File: config.mk
export PLATFORM = sky130hd
export DESIGN_NAME = huffman_decoder_flat
export DESIGN_NICKNAME = d
export VERILOG_FILES = /design/src/rtl/huffman_decoder_pkg.sv /design/src/rtl/huffman_decoder_if.sv /design/src/rtl/huffman_decoder_match.sv /design/src/rtl/huffman_decoder.sv /design/src/flat_wrapper.sv
export SDC_FILE = /design/constraint.sdc
export NUM_CORES = 1
export LEC_CHECK = 0
export BUFFER_PORTS_ARGS = -buffer_cell sky130_fd_sc_hd__buf_2
export CORE_AREA = 2 2 256 258
export DETAILED_ROUTE_END_ITERATION = 10
export DIE_AREA = 0 0 258 260
export SETUP_SLACK_MARGIN = 0.3
export SYNTH_ARGS = -nofsm -noshare
export SYNTH_HDL_FRONTEND = slang
export SYNTH_SLANG_ARGS = --single-unit
File: constraint.sdc
create_clock -name clock -period 3.6 [get_ports clock]
set_input_delay 0.18 -clock clock [delete_from_list [all_inputs] [get_ports clock]]
set_output_delay 0.18 -clock clock [all_outputs]
set_load 0.005 [all_outputs]
File: src/rtl/huffman_decoder_pkg.sv
// huffman_decoder_pkg: state encodings, field widths and default sizing shared by the Huffman codec
package huffman_decoder_pkg;
  typedef enum logic [1:0] {LOAD, DECODE, FLUSH, ERR} state_e;
  localparam int LEN_W = 4;
  localparam int DEF_BIT_WIDTH = 7;
  localparam int DEF_MAX_CODE_LEN = 8;
  localparam int DEF_TABLE_DEPTH = 16;
  function automatic logic len_legal(input logic [LEN_W-1:0] len, input int max_len);
    return len != '0 && int'(len) <= max_len;
  endfunction
endpackage

File: src/rtl/huffman_decoder_if.sv
// huffman_decoder_if: table-load, bit-stream and symbol-output handshakes of the Huffman decoder
interface huffman_decoder_if import huffman_decoder_pkg::*; #(
  parameter int bit_width = DEF_BIT_WIDTH
) ();
  logic                 tbl_valid;
  logic                 tbl_ready;
  logic [bit_width:0]   tbl_symbol;
  logic [LEN_W-1:0]     tbl_length;
  logic [bit_width:0]   tbl_code;
  logic                 tbl_last;
  logic                 bit_valid;
  logic                 bit_ready;
  logic                 bit_in;
  logic                 bit_last;
  logic                 sym_valid;
  logic                 sym_ready;
  logic [bit_width:0]   sym_out;
  logic                 done;
  logic                 error;
  modport slave (
    input  tbl_valid, tbl_symbol, tbl_length, tbl_code, tbl_last,
    input  bit_valid, bit_in, bit_last, sym_ready,
    output tbl_ready, bit_ready, sym_valid, sym_out, done, error
  );
  modport master (
    output tbl_valid, tbl_symbol, tbl_length, tbl_code, tbl_last,
    output bit_valid, bit_in, bit_last, sym_ready,
    input  tbl_ready, bit_ready, sym_valid, sym_out, done, error
  );
endinterface

File: src/rtl/huffman_decoder_match.sv
// huffman_match: parallel comparison of (acc, len) against every table entry, lowest index wins
module huffman_match import huffman_decoder_pkg::*; #(
  parameter int bit_width   = DEF_BIT_WIDTH,
  parameter int table_depth = DEF_TABLE_DEPTH
) (
  input  logic [bit_width:0]     acc,
  input  logic [LEN_W-1:0]       len,
  input  logic [table_depth-1:0] vld,
  input  logic [bit_width:0]     syms  [table_depth],
  input  logic [LEN_W-1:0]       lens  [table_depth],
  input  logic [bit_width:0]     codes [table_depth],
  output logic                   hit,
  output logic [bit_width:0]     symbol
);
  logic [bit_width:0] mask;
  always_comb begin
    mask = '0;
    hit = 1'b0;
    symbol = '0;
    for (int j = 0; j <= bit_width; j++) mask[j] = j < int'(len);
    for (int i = table_depth - 1; i >= 0; i--)
      if (vld[i] && lens[i] == len && ((codes[i] ^ acc) & mask) == '0) begin
        hit = 1'b1;
        symbol = syms[i];
      end
  end
endmodule

File: src/rtl/huffman_decoder.sv
// huffman_decoder: loads a code table, then decodes a one-bit-per-cycle stream into symbols
module huffman_decoder import huffman_decoder_pkg::*; #(
  parameter int bit_width    = DEF_BIT_WIDTH,
  parameter int table_depth  = DEF_TABLE_DEPTH,
  parameter int max_code_len = DEF_MAX_CODE_LEN
) (
  input logic              clock,
  input logic              rst,
  huffman_decoder_if.slave bus
);
  localparam int NW = $clog2(table_depth + 1);
  localparam int IW = table_depth > 1 ? $clog2(table_depth) : 1;
  localparam logic [NW-1:0] FULL = NW'(table_depth);
  localparam logic [LEN_W-1:0] MAX_LEN = LEN_W'(max_code_len);

  state_e               state_q, state_d;
  logic [NW-1:0]        n_q, n_d;
  logic [bit_width:0]   acc_q, acc_d, acc_nx;
  logic [LEN_W-1:0]     len_q, len_d, len_nx;
  logic                 sym_valid_q, sym_valid_d;
  logic [bit_width:0]   sym_out_q, sym_out_d;
  logic                 done_q, done_d;
  logic                 error_q, error_d;
  logic [bit_width:0]   tsym_q [table_depth];
  logic [bit_width:0]   tsym_d [table_depth];
  logic [LEN_W-1:0]     tlen_q [table_depth];
  logic [LEN_W-1:0]     tlen_d [table_depth];
  logic [bit_width:0]   tcode_q [table_depth];
  logic [bit_width:0]   tcode_d [table_depth];
  logic [table_depth-1:0] vld;
  logic                 hit, bit_rdy, bit_hs;
  logic [bit_width:0]   hit_sym;

  assign bit_rdy       = state_q == DECODE && (!sym_valid_q || bus.sym_ready);
  assign bit_hs        = bit_rdy && bus.bit_valid;
  assign acc_nx        = (acc_q << 1) | {{bit_width{1'b0}}, bus.bit_in};
  assign len_nx        = len_q + LEN_W'(1);
  assign bus.tbl_ready = state_q == LOAD;
  assign bus.bit_ready = bit_rdy;
  assign bus.sym_valid = sym_valid_q;
  assign bus.sym_out   = sym_out_q;
  assign bus.done      = done_q;
  assign bus.error     = error_q;

  always_comb
    for (int i = 0; i < table_depth; i++) vld[i] = NW'(i) < n_q;

  // Matching looks at the accumulator as it will be after the incoming bit
  huffman_match #(.bit_width(bit_width), .table_depth(table_depth)) u_match (
    .acc(acc_nx), .len(len_nx), .vld(vld),
    .syms(tsym_q), .lens(tlen_q), .codes(tcode_q),
    .hit(hit), .symbol(hit_sym)
  );

  always_comb begin
    state_d = state_q;
    n_d = n_q;
    acc_d = acc_q;
    len_d = len_q;
    sym_valid_d = sym_valid_q && !bus.sym_ready;
    sym_out_d = sym_out_q;
    done_d = 1'b0;
    error_d = error_q;
    tsym_d = tsym_q;
    tlen_d = tlen_q;
    tcode_d = tcode_q;
    case (state_q)
      LOAD: if (bus.tbl_valid) begin
        if (!len_legal(bus.tbl_length, max_code_len) || n_q == FULL) begin
          state_d = ERR;
          error_d = 1'b1;
        end else begin
          tsym_d[n_q[IW-1:0]] = bus.tbl_symbol;
          tlen_d[n_q[IW-1:0]] = bus.tbl_length;
          tcode_d[n_q[IW-1:0]] = bus.tbl_code;
          n_d = n_q + NW'(1);
          state_d = bus.tbl_last ? DECODE : LOAD;
        end
      end
      DECODE: if (bit_hs) begin
        if (hit) begin
          sym_valid_d = 1'b1;
          sym_out_d = hit_sym;
          acc_d = '0;
          len_d = '0;
          state_d = bus.bit_last ? FLUSH : DECODE;
        end else if (bus.bit_last || len_nx == MAX_LEN) begin
          state_d = ERR;
          error_d = 1'b1;
        end else begin
          acc_d = acc_nx;
          len_d = len_nx;
        end
      end
      FLUSH: if (!sym_valid_q || bus.sym_ready) begin
        done_d = 1'b1;
        n_d = '0;
        acc_d = '0;
        len_d = '0;
        state_d = LOAD;
      end
      default: error_d = 1'b1;
    endcase
  end

  always_ff @(posedge clock or posedge rst)
    if (rst) begin
      state_q <= LOAD;
      n_q <= '0;
      acc_q <= '0;
      len_q <= '0;
      sym_valid_q <= 1'b0;
      sym_out_q <= '0;
      done_q <= 1'b0;
      error_q <= 1'b0;
    end else begin
      state_q <= state_d;
      n_q <= n_d;
      acc_q <= acc_d;
      len_q <= len_d;
      sym_valid_q <= sym_valid_d;
      sym_out_q <= sym_out_d;
      done_q <= done_d;
      error_q <= error_d;
    end

  // Table contents need no reset: clearing n invalidates every entry
  always_ff @(posedge clock) begin
    tsym_q <= tsym_d;
    tlen_q <= tlen_d;
    tcode_q <= tcode_d;
  end
endmodule

File: src/flat_wrapper.sv
// flat-port wrapper written by rule: the top's interface ports become plain ports
module huffman_decoder_flat import huffman_decoder_pkg::*;
#(
  parameter int bit_width    = DEF_BIT_WIDTH,
  parameter int table_depth  = DEF_TABLE_DEPTH,
  parameter int max_code_len = DEF_MAX_CODE_LEN
)
  (clock, rst, bus_tbl_valid, bus_tbl_symbol, bus_tbl_length, bus_tbl_code, bus_tbl_last, bus_bit_valid, bus_bit_in, bus_bit_last, bus_sym_ready, bus_tbl_ready, bus_bit_ready, bus_sym_valid, bus_sym_out, bus_done, bus_error);
  huffman_decoder_if #(.bit_width(bit_width)) bus_i ();
  input logic clock;
  input logic rst;
  input wire logic [$bits(bus_i.tbl_valid)-1:0] bus_tbl_valid;
  input wire logic [$bits(bus_i.tbl_symbol)-1:0] bus_tbl_symbol;
  input wire logic [$bits(bus_i.tbl_length)-1:0] bus_tbl_length;
  input wire logic [$bits(bus_i.tbl_code)-1:0] bus_tbl_code;
  input wire logic [$bits(bus_i.tbl_last)-1:0] bus_tbl_last;
  input wire logic [$bits(bus_i.bit_valid)-1:0] bus_bit_valid;
  input wire logic [$bits(bus_i.bit_in)-1:0] bus_bit_in;
  input wire logic [$bits(bus_i.bit_last)-1:0] bus_bit_last;
  input wire logic [$bits(bus_i.sym_ready)-1:0] bus_sym_ready;
  output wire logic [$bits(bus_i.tbl_ready)-1:0] bus_tbl_ready;
  output wire logic [$bits(bus_i.bit_ready)-1:0] bus_bit_ready;
  output wire logic [$bits(bus_i.sym_valid)-1:0] bus_sym_valid;
  output wire logic [$bits(bus_i.sym_out)-1:0] bus_sym_out;
  output wire logic [$bits(bus_i.done)-1:0] bus_done;
  output wire logic [$bits(bus_i.error)-1:0] bus_error;
  assign bus_i.tbl_valid = bus_tbl_valid;
  assign bus_i.tbl_symbol = bus_tbl_symbol;
  assign bus_i.tbl_length = bus_tbl_length;
  assign bus_i.tbl_code = bus_tbl_code;
  assign bus_i.tbl_last = bus_tbl_last;
  assign bus_i.bit_valid = bus_bit_valid;
  assign bus_i.bit_in = bus_bit_in;
  assign bus_i.bit_last = bus_bit_last;
  assign bus_i.sym_ready = bus_sym_ready;
  assign bus_tbl_ready = bus_i.tbl_ready;
  assign bus_bit_ready = bus_i.bit_ready;
  assign bus_sym_valid = bus_i.sym_valid;
  assign bus_sym_out = bus_i.sym_out;
  assign bus_done = bus_i.done;
  assign bus_error = bus_i.error;
  huffman_decoder #(.bit_width(bit_width), .table_depth(table_depth), .max_code_len(max_code_len)) u_core (.clock(clock), .rst(rst), .bus(bus_i));
endmodule
# After elaboration in Yosys (flattened, before gate mapping)
# Cells that the tools add are included.
word_totals:
  reg_bits: 349
  input_bits: 28
  out_inout_bits: 13
  word_cells: 293
op_classes:
  add_sub_neg: 2
  magnitude_cmp: 27
  n_eq_ne: 29
  muxes: 73
  bitwise_logic: 36
  n_reduce_logical: 70
op_table:
  columns: ["op", "count"]
  rows:
  - ["bitwise mux 128 bit", 2]
  - ["two-way mux 8 bit", 17]
  - ["bitwise AND 8 bit", 16]
  - ["zero test 8 bit", 16]
  - ["XOR 8 bit", 16]
  - ["bitwise mux 64 bit", 1]
  - ["== test 4 bit", 16]
  - ["less-than comparator 4 x 5 -> 1 bit, first input constant", 8]
  - ["logical AND 1 bit", 37]
  - ["demux 8 bit (select 4 bit)", 1]
  - ["two-way mux 7 bit", 4]
  - ["two-way mux 1 bit", 27]
  - ["less-than comparator 3 x 5 -> 1 bit, first input constant", 4]
  - ["two-way mux 4 bit", 5]
  - ["demux 4 bit (select 4 bit)", 1]
  - ["less-than comparator 3 x 4 -> 1 bit, first input constant", 4]
  - ["two-way mux 5 bit", 3]
  - ["two-way mux 2 bit", 7]
  - ["case mux 7 bit (2 select lines)", 1]
  - ["less-than comparator 1 x 5 -> 1 bit, first input constant", 2]
  - ["less-than comparator 2 x 5 -> 1 bit, first input constant", 2]
  - ["case mux 5 bit (2 select lines)", 1]
  - ["less-than comparator 1 x 4 -> 1 bit, first input constant", 2]
  - ["less-than comparator 2 x 4 -> 1 bit, first input constant", 2]
  - ["28 further kinds", 42]

# Logic depth before layout (Yosys ltp)
# Gate-level depths: netlist (run 1).
depth:
  depth_word: 24
  mapped_depth: 19

# By module
# A second synthesis (run 1) with hierarchy kept.
hier_totals:
  hier_cells: 1123
  area_unflattened_um2: 15781.4
by_module_without_submodules:
  columns: ["module", "instances", "cells_per_inst", "area_per_inst_um2", "seq_area_each_um2"]
  rows:
  - ["huffman_decoder", 1, 509, 11464.7, 10334.9]
  - ["huffman_match", 1, 614, 4316.6, 0.0]

# Worst setup path before layout (run 1)
# No wires, ideal clock.
synth_path:
  path_type: "reg2reg"
  startpoint: "register u_core.len_q[0]"
  endpoint: "register u_core.len_q[0]"
  setup_time_ps: 125
  arrival_ps: 3759
  required_time_ps: 3475
  path_slack_ps: -284
  stages_incl_launch_ff: 19
  path_buffers: 6
  synth_period_minus_slack_ps: 3884
  cell_sequence: "dfrtp_1 buf_4 buf_6 buf_4 inv_1 ha_1 buf_6 xor2_1 o21ai_0 a2111oi_0 o21ai_0 or4_1 and3_1 buf_4 and4_4 a21oi_4 a221oi_2 buf_6 mux2_4"
synth_between:
  elab_chain_cells: 24
synth_lines:
  columns: ["item", "line_no", "rtl"]
  rows:
  - ["start: declaration", "huffman_decoder.sv:19", "logic [LEN_W-1:0] len_q, len_d, len_nx;"]
  - ["start signal: assignment", "huffman_decoder.sv:120", "len_q <= len_d;"]
  - ["adder 4 x 1 -> 4 bit *", "huffman_decoder.sv:37", "assign len_nx = len_q + LEN_W'(1);"]
  - ["less-than comparator 1 x 4 -> 1 bit (tied with other cells)", "huffman_decoder_match.sv:20", "for (int j = 0; j <= bit_width; j++) mask[j] = j < int'(len);"]
  - ["bitwise AND 8 bit", "huffman_decoder_match.sv:22", "if (vld[i] && lens[i] == len && ((codes[i] ^ acc) & mask) == '0) begin"]
  - ["zero test 8 bit", "huffman_decoder_match.sv:22", null]
  - ["logical AND 1 bit", "huffman_decoder_match.sv:22", null]
  - ["two-way mux 1 bit (16 in series)", "huffman_decoder_match.sv:22", null]
  - ["two-way mux 4 bit", "huffman_decoder.sv:81", "if (hit) begin"]
  - ["two-way mux 4 bit", "huffman_decoder.sv:80", "DECODE: if (bit_hs) begin"]
  - ["case mux 4 bit (2 select lines)", "huffman_decoder.sv:67", "case (state_q)"]
# Mark *: on every way between the ends. The rest lies on a longest branch, timed or not. The select of a mux whose other input is x is not followed.
# A chain may end at the register's enable or synchronous reset.

# Worst setup path after layout (run 1)
layout_path:
  startpoint: "register u_core.len_q[0]"
  endpoint: "register u_core.sym_out_q[6] (netlist: u_core.bus.sym_out[6])"
layout_between:
  elab_chain_cells: 22
layout_lines:
  columns: ["item", "line_no", "rtl"]
  rows:
  - ["adder 4 x 1 -> 4 bit *", "huffman_decoder.sv:37", null]
  - ["less-than comparator 1 x 4 -> 1 bit (tied with other cells)", "huffman_decoder_match.sv:20", null]
  - ["bitwise AND 8 bit", "huffman_decoder_match.sv:22", null]
  - ["zero test 8 bit", "huffman_decoder_match.sv:22", null]
  - ["logical AND 1 bit", "huffman_decoder_match.sv:22", null]
  - ["two-way mux 1 bit (16 in series)", "huffman_decoder_match.sv:22", null]
  - ["AND reduction 3 bit (no source line)", null, null]
  - ["end signal: assignment", "huffman_decoder.sv:122", "sym_out_q <= sym_out_d;"]
  - ["end: declaration", "huffman_decoder.sv:21", "logic [bit_width:0] sym_out_q, sym_out_d;"]
# Mark *: on every way between the ends. The rest lies on a longest branch, timed or not.

==> flow_summary_export.csv, run 1 <==
group,metric,value,unit
synthesis,netlist_instances,1168,
route,viasPerCell,4.71,
route,num_vias,10800,
critical_path,cp-end-kind,"flop",
global_routing,grt_usage,13.9,%
route,drt_iter0_drc,932,
synthesis,netlist_area,0.0160,sq mm
route,ant_nets,0,
finish,finalInstanceArea,0.0208,sq mm
critical_path,path_class,"flop to flop",
flow_run,max_cap_violations,0,
critical_path,arrival,3980,ps
cts,cts.reportedPaths.clkPinSlew,60,ps
timing,setup_ws,25.4,ps
floorplanning,die_h,260,um
critical_path,path_max_fanout,8,
cts,numCtsBuffers,37,
synthesis,synth_nets,1206,
placed_design,place_area,0.0186,sq mm
synthesis,syn_avg_cell_area,13.7,sq um
placed_design,gp_congestion,0.881,
global_routing,grt_pass1_wl,70500,um
floorplanning,io_pins,41,
timing,final_hold_viol_count,0,
cts,h-tree-depth,2,
finish,final_common_cell,"edfxtp_1",
route,drc,0,
finish,diodes,0,
route,first_pass_iters,6,
timing,worst_pin_slew,591,ps
global_routing,grt_max_degree,30,
synthesis,synth_cell_types,91,
finish,mostFrequentLayoutCells,"320 x edfxtp_1, 188 x buf_4, 91 x xnor2_1, 86 x xor2_1, 80 x nand2_1",
timing,fin_skew,17.2,ps
cts,cts-root-buf,"clkbuf_16",
timing,maxSlewViolCount,0,
synthesis,async_flop_share,8.31,%
synthesis,synth_ff_type,"edfxtp_1",
cts,cts_buffer_depth,3,
synthesis,synth_area_leader_cell,"edfxtp_1",
synthesis,synth_seq_cells,349,
critical_path,worstPathRequired,4000,ps
placed_design,dp_hpwl,32500,um
finish,area_delta_synth_final,29.9,%
synthesis,yosys.area.top_type_share,60.1,%
timing,finalCriticalPeriod,3570,ps
placed_design,port_buffers,40,
hold_path,hold_path.class,"input port to flop",
timing,fmax,280,MHz
floorplanning,die_x,258,um
global_routing,gr-total-overflow,0,
placed_design,dp_slack,-303,ps
global_routing,antenna_found_initial,5,
route,wl,47300,um
synthesis,synth_edf_count,320,
power,power_density,556,mW/mm^2
finish,drive_gt1_share,31.8,%
route,wl_per_cell,20.7,um
cts,cts.sinks,349,
timing,setup_viol,0,
synthesis,yosysSeqAreaShare,64.6,%
power,irDropWorstVdd,0.000292,V
synthesis,synthTopCellsByArea,"edfxtp_1 60%, xnor2_1 5.0%, xor2_1 4.9%",
timing,rsz0062_at_grt,"true",
timing,slew_headroom,60.6,%
timing,fin_crit_sh,99.3,%
floorplanning,core_area,0.0641,sq mm
synthesis,synth-warning-count,0,
finish,final_nets,1445,
global_routing,grt_pass1_vias,10900,
cts,worstSkewPairLatency,540,ps
floorplanning,num_rows,93,
run_status,status,"finished, final reports clean",
cts,tritoncts,"built",
power,p_leak,0.00742,uW
floorplanning,dieArea,0.0671,sq mm
critical_path,cp-start-kind,"flop",
floorplanning,start_util,24.9,%
==> critical path, cell delays in order, from the launching register on <==
cell and delay (ps):
dfrtp_2 450, buf_6 140, buf_6 120, and3b_2 230, o32ai_4 550, buf_6 200, o22ai_4 80, or4_4 550
and3_4 220, and4_4 210, a21oi_4 210, buf_12 170, mux2i_1 210, o31ai_1 100
==> flip-flops by register name, indices dropped and copies added (netlist names) <==
register / cells
u_core.tcode_q: 128
u_core.tsym_q: 128
u_core.tlen_q: 64
u_core.bus.sym_out: 8
u_core.acc_q: 7
u_core.n_q: 5
u_core.len_q: 4
u_core.state_q: 2
u_core.bus.done: 1
u_core.bus.error: 1
u_core.bus.sym_valid: 1
==> logic make-up after synthesis <==
group                      synth area share [%]
adders and majority gates                 0.783
AOI/OAI and AO/OA                          11.2
xor gates and xnor gates                   10.3
and+or+nand+nor                            8.59
muxes                                      1.59
buffers and inverters                      2.83
DFF                                        64.6
==> metal layers <==
| layer | part of all wire [%] | global-route usage [%] |
|---|---|---|
| met1 | 44 | 19.1 |
| met2 | 48 | 23.1 |
| met3 | 5.1 | 1.70 |
| met4 | 2.3 | 3.74 |
| met5 | 0.11 | 0 |
==> timing repair <==
action                                 in CTS  in global routing
hold buffers                                1                  0
pin swaps                                  41                 14
buffers inserted                           22                  1
setup endpoints to repair                  23                 22
resized for setup                         107                 32
gates cloned                                2                  0
endpoints found under the hold margin      29                  0
==> synthesized netlist by cell type (16+ instances only) <==
cell type  count
o22ai_1       20
nand3_1       21
a21oi_1       31
xnor2_1       92
nor2_1        56
mux2i_1       16
dfrtp_1       29
clkbuf_1      24
nand2_1       85
buf_2         16
o21ai_0       38
edfxtp_1     320
xor2_1        89
inv_1         29
nor3_1        20
==> worst paths after layout <==
kind / end / slack, ps / from / cells after the start
max: u_core.bus.sym_out[6] / 30 / u_core.len_q[0] / 13
min: u_core.tsym_q[16] / 40 / bus_tbl_symbol[0] / 1
max reg2reg: u_core.bus.sym_out[6] / 30 / u_core.len_q[0] / 13
min reg2reg: u_core.bus.error / 460 / u_core.bus.error / 1
max in group asynchronous: u_core.len_q[0] / 2960 / rst / 4
min in group asynchronous: u_core.bus.sym_out[4] / 280 / rst / 4
==> layout make-up <==
class                           count  area (sq um)
Clock buffer                       45          1010
Clock inverter                     21           158
Fill cell                        6256         43400
Inverter                           29           111
Multi-Input combinational cell    728          5950
Sequential cell                   349         10300
Tap cell                          855          1070
Timing Repair Buffer              262          2130
==> where the power goes <==
group          switching [uW]  internal (uW)
logic                    1720           1460
clock network            1580           2140
registers                 108           4540
==> per-stage QoR <==
step / util [%] / power [uW] / cells / hold WS, ps / setup TNS [ps]
5_1_grt: 32.4 / 12000 / 2289 / 50.5 / -522
4_1_cts: 32.1 / 11500 / 2288 / 37.4 / 0
3_3_place_gp: 29.0 / 7240 / 2197 / 291 / -3940
2_1_floorplan: - / 6270 / 1168 / 258 / -1120
6_report: 32.4 / 11600 / 2289 / 42.7 / 0
3_5_place_dp: 29.0 / 7270 / 2197 / 293 / -5390
(Power assumes the default switching activity.)
==> run 2, diff against run 1 <==
CORE_AREA = 2 2 255 257   (was 2 2 256 258)
DIE_AREA = 0 0 257 259   (was 0 0 258 260)
SYNTH_HIERARCHICAL = 1   (was unset)
==> flow_summary_export.csv, run 2 <==
group,metric,value,unit
run_status,status,"complete, but fails checks",
run_status,violations,"negative setup slack",
synthesis,synth_seq_cells,349,
power,irDropWorstVdd,0.000349,V
floorplanning,io_pins,41,
cts,cts_buffer_depth,3,
power,p_clk_share,26.1,%
synthesis,synth_ff_type,"edfxtp_1",
floorplanning,dieArea,0.0666,sq mm
placed_design,dp_cells,2135,
synthesis,synth_edf_count,320,
route,ant_nets,0,
route,viasPerCell,4.76,
floorplanning,num_rows,93,
critical_path,reg2reg_to,"u_core/state_q[0]",
critical_path,cp_cell_sequence,"ha_4, xor2_4, buf_4, buf_16, a21o_4, a222oi_1, buf_4, nand2_1, or4_4, nand2_4, nor3_1, nand4_1, or2_4, buf_6, o311ai_4, a2111oi_4, mux2i_1",
finish,mostFrequentLayoutCells,"320 x edfxtp_1, 172 x buf_4, 101 x xnor2_1, 76 x xor2_1, 61 x nor2_1",
cts,numCtsBuffers,36,
finish,top_regs,"u_core/tcode_q x128, u_core/tsym_q x128, u_core/tlen_q x64",
global_routing,grt_usage,14.0,%
placed_design,gp_congestion,0.856,
critical_path,arrival,4270,ps
route,drc,0,
critical_path,cp_slowest_cell,"or4_4",
power,comb_power_share,40.3,%
hold_path,hold_path_depth,1,
hold_path,hold_path.class,"input port to flop",
global_routing,grt_pass1_vias,10800,
finish,drive_gt1_share,28.0,%
power,internal-power,9240,uW
critical_path,worstPathRequired,4050,ps
placed_design,port_buffers,40,
synthesis,netlist_area,0.0158,sq mm
critical_path,cpLargestDelayFamily,"compound AO/OA/AOI/OAI gates",
synthesis,synth-warning-count,6,
timing,maxSlewViolCount,0,
timing,setup-tns-final,-3750,ps
placed_design,dp_slack,-422,ps
synthesis,synth_area_leader_cell,"edfxtp_1",
finish,multiInputGateArea,0.00532,sq mm
floorplanning,die_h,259,um
critical_path,r2r_slack,-220,ps
critical_path,path_class,"flop to flop",
cts,cts.sinks,349,
placed_design,place_area,0.0183,sq mm
timing,fmax,261,MHz
timing,setup_ws,-225,ps
floorplanning,core_area,0.0639,sq mm
placed_design,dp_hpwl,32000,um
power,swShare,34.1,%
timing,fin_crit_sh,106,%
route,wl,46900,um
timing,rsz0062_at_grt,"true",
synthesis,async_flop_share,8.31,%
flow_run,max_cap_violations,0,
critical_path,path_max_fanout,7,
critical_path,cp-start-kind,"flop",
power,p_leak,0.00708,uW
hold_path,holdCritStartpoint,"bus_tbl_symbol[6]",
critical_path,timing.rr.start,"u_core/len_q[0]",
cts,cts.reportedPaths.clkPinSlew,70,ps
critical_path,crit_path_max_incr_delay,500,ps
finish,final_common_cell,"edfxtp_1",
synthesis,netlist_instances,1123,
synthesis,syn_avg_cell_area,14.1,sq um
synthesis,synthTopCellsByCount,"320 x edfxtp_1, 102 x xnor2_1, 77 x xor2_1",
timing,fin_skew,27.6,ps
hold_path,holdPathEnd,"u_core/tsym_q[54]",
timing,worst_pin_slew,840,ps
global_routing,grt_pass1_wl,70200,um
synthesis,synthTopCellsByArea,"edfxtp_1 61%, xnor2_1 5.7%, dfrtp_1 4.6%",
synthesis,synth_cell_types,92,
critical_path,cp-end-kind,"flop",
floorplanning,start_util,24.7,%
global_routing,antenna_found_initial,1,
global_routing,grt_max_degree,30,
route,first_pass_iters,6,
cts,cts-root-buf,"clkbuf_16",
critical_path,cp-startpoint,"u_core/len_q[0]",
critical_path,crit_buf_inv,4,
cts,worstSkewPairLatency,540,ps
synthesis,yosysMostFrequentCell,"edfxtp_1",
timing,final_hold_viol_count,0,
power,power_density,703,mW/mm^2
synthesis,yosys.area.top_type_share,60.9,%
power,power_frac_seq,33.6,%
timing,finalCriticalPeriod,3820,ps
finish,regArea,0.0103,sq mm
route,drt_iter0_drc,899,
route,num_vias,10600,
finish,final_cell_count_no_fill,2229,
critical_path,path_common_cell,"buf_4",
timing,slew_headroom,44.0,%
synthesis,synth_nets,1160,
power,total_power,14000,uW
timing,setup_viol,22,
finish,diodes,0,
power,power.net_switching,4790,uW
finish,finalInstanceArea,0.0199,sq mm
critical_path,reg2reg_depth,17,
finish,fillers,6237,
route,wl_per_cell,21.0,um
floorplanning,die_x,257,um
finish,area_delta_synth_final,26.4,%
global_routing,gr-total-overflow,0,
finish,final_nets,1383,
cts,h-tree-depth,2,
cts,tritoncts,"built",
synthesis,yosysSeqAreaShare,65.5,%
run 2: cell count changes after synthesis, moves of 8 or more:
cell	delta
inv_1	-9
or3_1	-10
nand2_1	-40
xor2_1	-12
nor2_1	+8
buf_2	+15
a221oi_1	+8
nor3_1	-9
and2_1	+14
nand4_1	+9
xnor2_1	+10
mux2i_1	-12
o21ai_0	-10
run 2: worst register-to-register path, stage by stage (launching register included):
cell,delay (ps)
dfrtp_2,440
ha_4,200
xor2_4,190
buf_4,170
buf_16,140
a21o_4,240
a222oi_1,340
buf_4,180
nand2_1,60
or4_4,500
nand2_4,100
nor3_1,50
nand4_1,80
or2_4,170
buf_6,130
o311ai_4,110
a2111oi_4,380
mux2i_1,260
run 2: cell type report:
type | count | share of cell area, %
well taps | 855 | 5.36
inverters | 21 | 0.433
clock inverters | 22 | 0.941
repair buffers | 245 | 10.0
flip-flops and latches | 349 | 51.8
multi-input cells | 693 | 26.7
clock buffers | 44 | 4.77
run 2: worst max-delay path by stage:
stage,end,cells past startpoint
after floorplan,u_core/len_q[1],16
after global placement,u_core/len_q[0],17
after CTS,u_core/bus.sym_out[6],14
after global routing,u_core/bus.sym_out[6],14
final,u_core/state_q[0],17
after detailed placement,u_core/state_q[0],16
run 2: cell families after synthesis:
kind of cell | after synthesis | share of synthesized area (%)
flip-flops | 349 | 65.5
AND/OR/NAND/NOR | 262 | 9.16
AO/OA/AOI/OAI | 226 | 11.1
XOR/XNOR | 179 | 9.93
buffers and inverters | 81 | 2.43
multiplexers | 17 | 1.18
adder cells (fa/ha/maj) | 9 | 0.714
run 2: power groups by stage:
stage | Combinational, uW | Sequential, uW | Clock, uW
finish | 5660 | 4720 | 3660
global route | 5990 | 4730 | 3890
CTS | 5540 | 4710 | 3740
detailed placement | 4970 | 4800 | 0
global placement | 4930 | 4790 | 0
floorplan | 2930 | 4720 | 0
run 2: through the flow:
step | utilization (%) | hold slack [ps]
6_report | 31.2 | 26.8
5_1_grt | 31.2 | 26.5
4_1_cts | 31.1 | 12.2
3_5_place_dp | 28.6 | 324
3_3_place_gp | 28.6 | 309
2_1_floorplan | - | 258
run 2: timing repair:
item / in CTS / in global routing
buffers inserted: 22 / 2
hold endpoints to repair: 30 / 0
cloned: 2 / 0
hold buffers: 2 / 0
endpoints found under the setup margin: 23 / 23
pin swaps: 24 / 7
gates resized for setup: 60 / 9
run 2: metal layers:
metal | global-route usage, % | share of wire (%)
met2 | 24.4 | 49
met5 | 0 | 0.028
met3 | 2.03 | 5.3
met1 | 17.7 | 42
met4 | 4.86 | 3.5
==> run 3, diff against run 2 <==
ABC_AREA = 1   (was unset)
CORE_AREA = 2 2 261 263   (was 2 2 255 257)
DIE_AREA = 0 0 263 265   (was 0 0 257 259)
==> flow_summary_export.csv, run 3 <==
group,metric,value,unit
critical_path,worstPathRequired,4000,ps
synthesis,syn_avg_cell_area,10.5,sq um
route,num_vias,12200,
placed_design,gp_congestion,0.874,
critical_path,path_class,"flop to flop",
critical_path,cp-end-kind,"flop",
timing,fin_crit_sh,92.8,%
flow_run,max_cap_violations,0,
synthesis,synth_nets,1609,
synthesis,synth_area_leader_cell,"edfxtp_1",
cts,h-tree-depth,2,
route,wl,48300,um
placed_design,port_buffers,40,
synthesis,netlist_instances,1572,
timing,maxSlewViolCount,0,
synthesis,yosysMostFrequentCell,"nand2_1",
power,irDropWorstVdd,0.000312,V
placed_design,place_area,0.0184,sq mm
cts,worstSkewPairLatency,550,ps
global_routing,antenna_found_initial,4,
timing,fmax,299,MHz
cts,cts_buffer_depth,3,
cts,tritoncts,"built",
floorplanning,die_h,265,um
finish,drive_gt1_share,25.3,%
route,ant_nets,0,
timing,worst_pin_slew,827,ps
finish,area_delta_synth_final,25.4,%
synthesis,synthTopCellsByCount,"398 x nand2_1, 320 x edfxtp_1, 163 x nor2_1",
timing,fin_skew,37.1,ps
timing,setup_viol,0,
route,wl_per_cell,18.2,um
synthesis,async_flop_share,8.31,%
route,viasPerCell,4.59,
floorplanning,start_util,24.7,%
floorplanning,core_area,0.0668,sq mm
global_routing,grt_usage,13.6,%
floorplanning,die_x,263,um
global_routing,grt_max_degree,30,
floorplanning,dieArea,0.0697,sq mm
run_status,status,"finished, final reports clean",
finish,top_regs,"u_core/tcode_q x128, u_core/tsym_q x128, u_core/tlen_q x64",
synthesis,synth-warning-count,6,
global_routing,gr-total-overflow,0,
finish,final_common_cell,"nand2_1",
timing,slew_headroom,44.8,%
route,first_pass_iters,5,
timing,finalCriticalPeriod,3340,ps
synthesis,synth_cell_types,61,
placed_design,dp_cells,2543,
route,drt_iter0_drc,1028,
finish,finalInstanceArea,0.0207,sq mm
global_routing,grt_pass1_vias,11800,
finish,diodes,0,
cts,numCtsBuffers,35,
cts,cts.reportedPaths.clkPinSlew,70,ps
cts,cts-root-buf,"clkbuf_16",
critical_path,cp-start-kind,"flop",
floorplanning,io_pins,41,
finish,final_nets,1786,
route,drc,0,
floorplanning,num_rows,95,
synthesis,synth_ff_type,"edfxtp_1",
power,p_leak,0.00807,uW
synthesis,synth_seq_cells,349,
cts,cts.sinks,349,
power,power_density,671,mW/mm^2
synthesis,yosysSeqAreaShare,62.6,%
timing,rsz0062_at_grt,"true",
hold_path,hold_path.class,"input port to flop",
synthesis,netlist_area,0.0165,sq mm
critical_path,path_max_fanout,8,
timing,final_hold_viol_count,0,
global_routing,grt_pass1_wl,72500,um
finish,final_cell_count_no_fill,2649,
critical_path,arrival,3750,ps
synthesis,yosys.area.top_type_share,58.2,%
placed_design,dp_hpwl,32400,um
synthesis,synth_edf_count,320,
finish,mostFrequentLayoutCells,"375 x nand2_1, 320 x edfxtp_1, 132 x nor2_1, 113 x inv_1, 111 x buf_4",
synthesis,synthTopCellsByArea,"edfxtp_1 58%, nand2_1 9.0%, dfrtp_1 4.4%",
## run 3: changes by cell type after synthesis, moves of 37 or more
| cell | delta |
|---|---|
| nor2_1 | +99 |
| xnor2_1 | -59 |
| nand3_1 | +37 |
| nand2_1 | +353 |
| inv_1 | +104 |
## run 3: logic make-up (layout without fill, tap and decap cells)
kind of cell               count (synthesis)  after routing  synth area share, %
AOI/OAI and AO/OA                        183            183                 6.70
xor gates and xnor gates                  95             95                 5.04
adders and majority gates                  9              9                0.682
buffers and inverters                    183            387                 4.98
DFF                                      349            349                 62.6
muxes                                      2              2                0.129
and+or+nand+nor                          751            751                 19.9
## run 3: per-layer routing
metal | track usage, % | share of wire, %
met1 | 17.5 | 42
met2 | 23.4 | 48
met3 | 2.04 | 6.5
met4 | 4.43 | 3.6
met5 | 0 | 0.099
## run 3: worst max-delay path, stage by stage (launching register included)
cell        delay, ps
dfrtp_1           390
ha_2              210
nand2_2            60
inv_2              40
or2_4             270
inv_6              90
nor2_4             50
buf_12            150
nand2_8           110
clkinvlp_4        220
buf_6             190
o22ai_4            90
a211oi_2           70
buf_4             170
nand3_4            90
buf_6             130
clkinvlp_4        160
buf_4             170
buf_4             120
nand2_1            40
nand2_1            50
nand2_1            50
nand2_1            40
nand2_1            50
nand2_1            50
inv_1              60
o21ai_2            50
## run 3: path summary, 6_finish.rpt
path,startpoint,to,slack (ps),depth (start not counted)
min,bus_tbl_symbol[6],u_core/tsym_q[46],60,1
max reg2reg,u_core/len_q[1],u_core/bus.sym_out[6],260,26
min reg2reg,u_core/bus.error,u_core/bus.error,470,2
min in group asynchronous,rst,u_core/n_q[3],300,4
max,u_core/len_q[1],u_core/bus.sym_out[6],260,26
max in group asynchronous,rst,u_core/n_q[2],2950,4
## run 3: per-stage QoR
step / TNS, ps / total power, uW / worst slack, ps / util, % / hold WS, ps
after global placement: -2760 / 9150 / -195 / 27.6 / 305
after CTS: 0 / 13500 / 300 / 30.2 / 38.4
after floorplan: 0 / 7560 / 436 / - / 258
after global routing: 0 / 14500 / 82.7 / 31.0 / 60.2
after detailed placement: -2750 / 9190 / -166 / 27.6 / 314
final: 0 / 13900 / 258 / 31.0 / 56.3
## run 3: report_power, final
group / internal, uW / switching [uW] / total, uW
clock: 2150 / 1570 / 3720
sequential: 4590 / 174 / 4760
combinational: 2070 / 3360 / 5430
total: 8810 / 5100 / 13900
## run 3: what timing repair did
item / CTS / global route
setup endpoints to repair: 23 / 22
pin swaps: 29 / 72
hold endpoints to repair: 30 / 0
hold buffers: 2 / 0
resized for setup: 97 / 93
setup buffers: 18 / 18
gates cloned: 1 / 3
## run 3: cell type report
cell class,instances,area (sq um)
clock buffers,46,938
clock inverters,18,216
fillers,6738,46100
inverters,135,563
multi-input cells,1040,5950
flip-flops and latches,349,10300
well taps,873,1090
repair buffers,188,1620
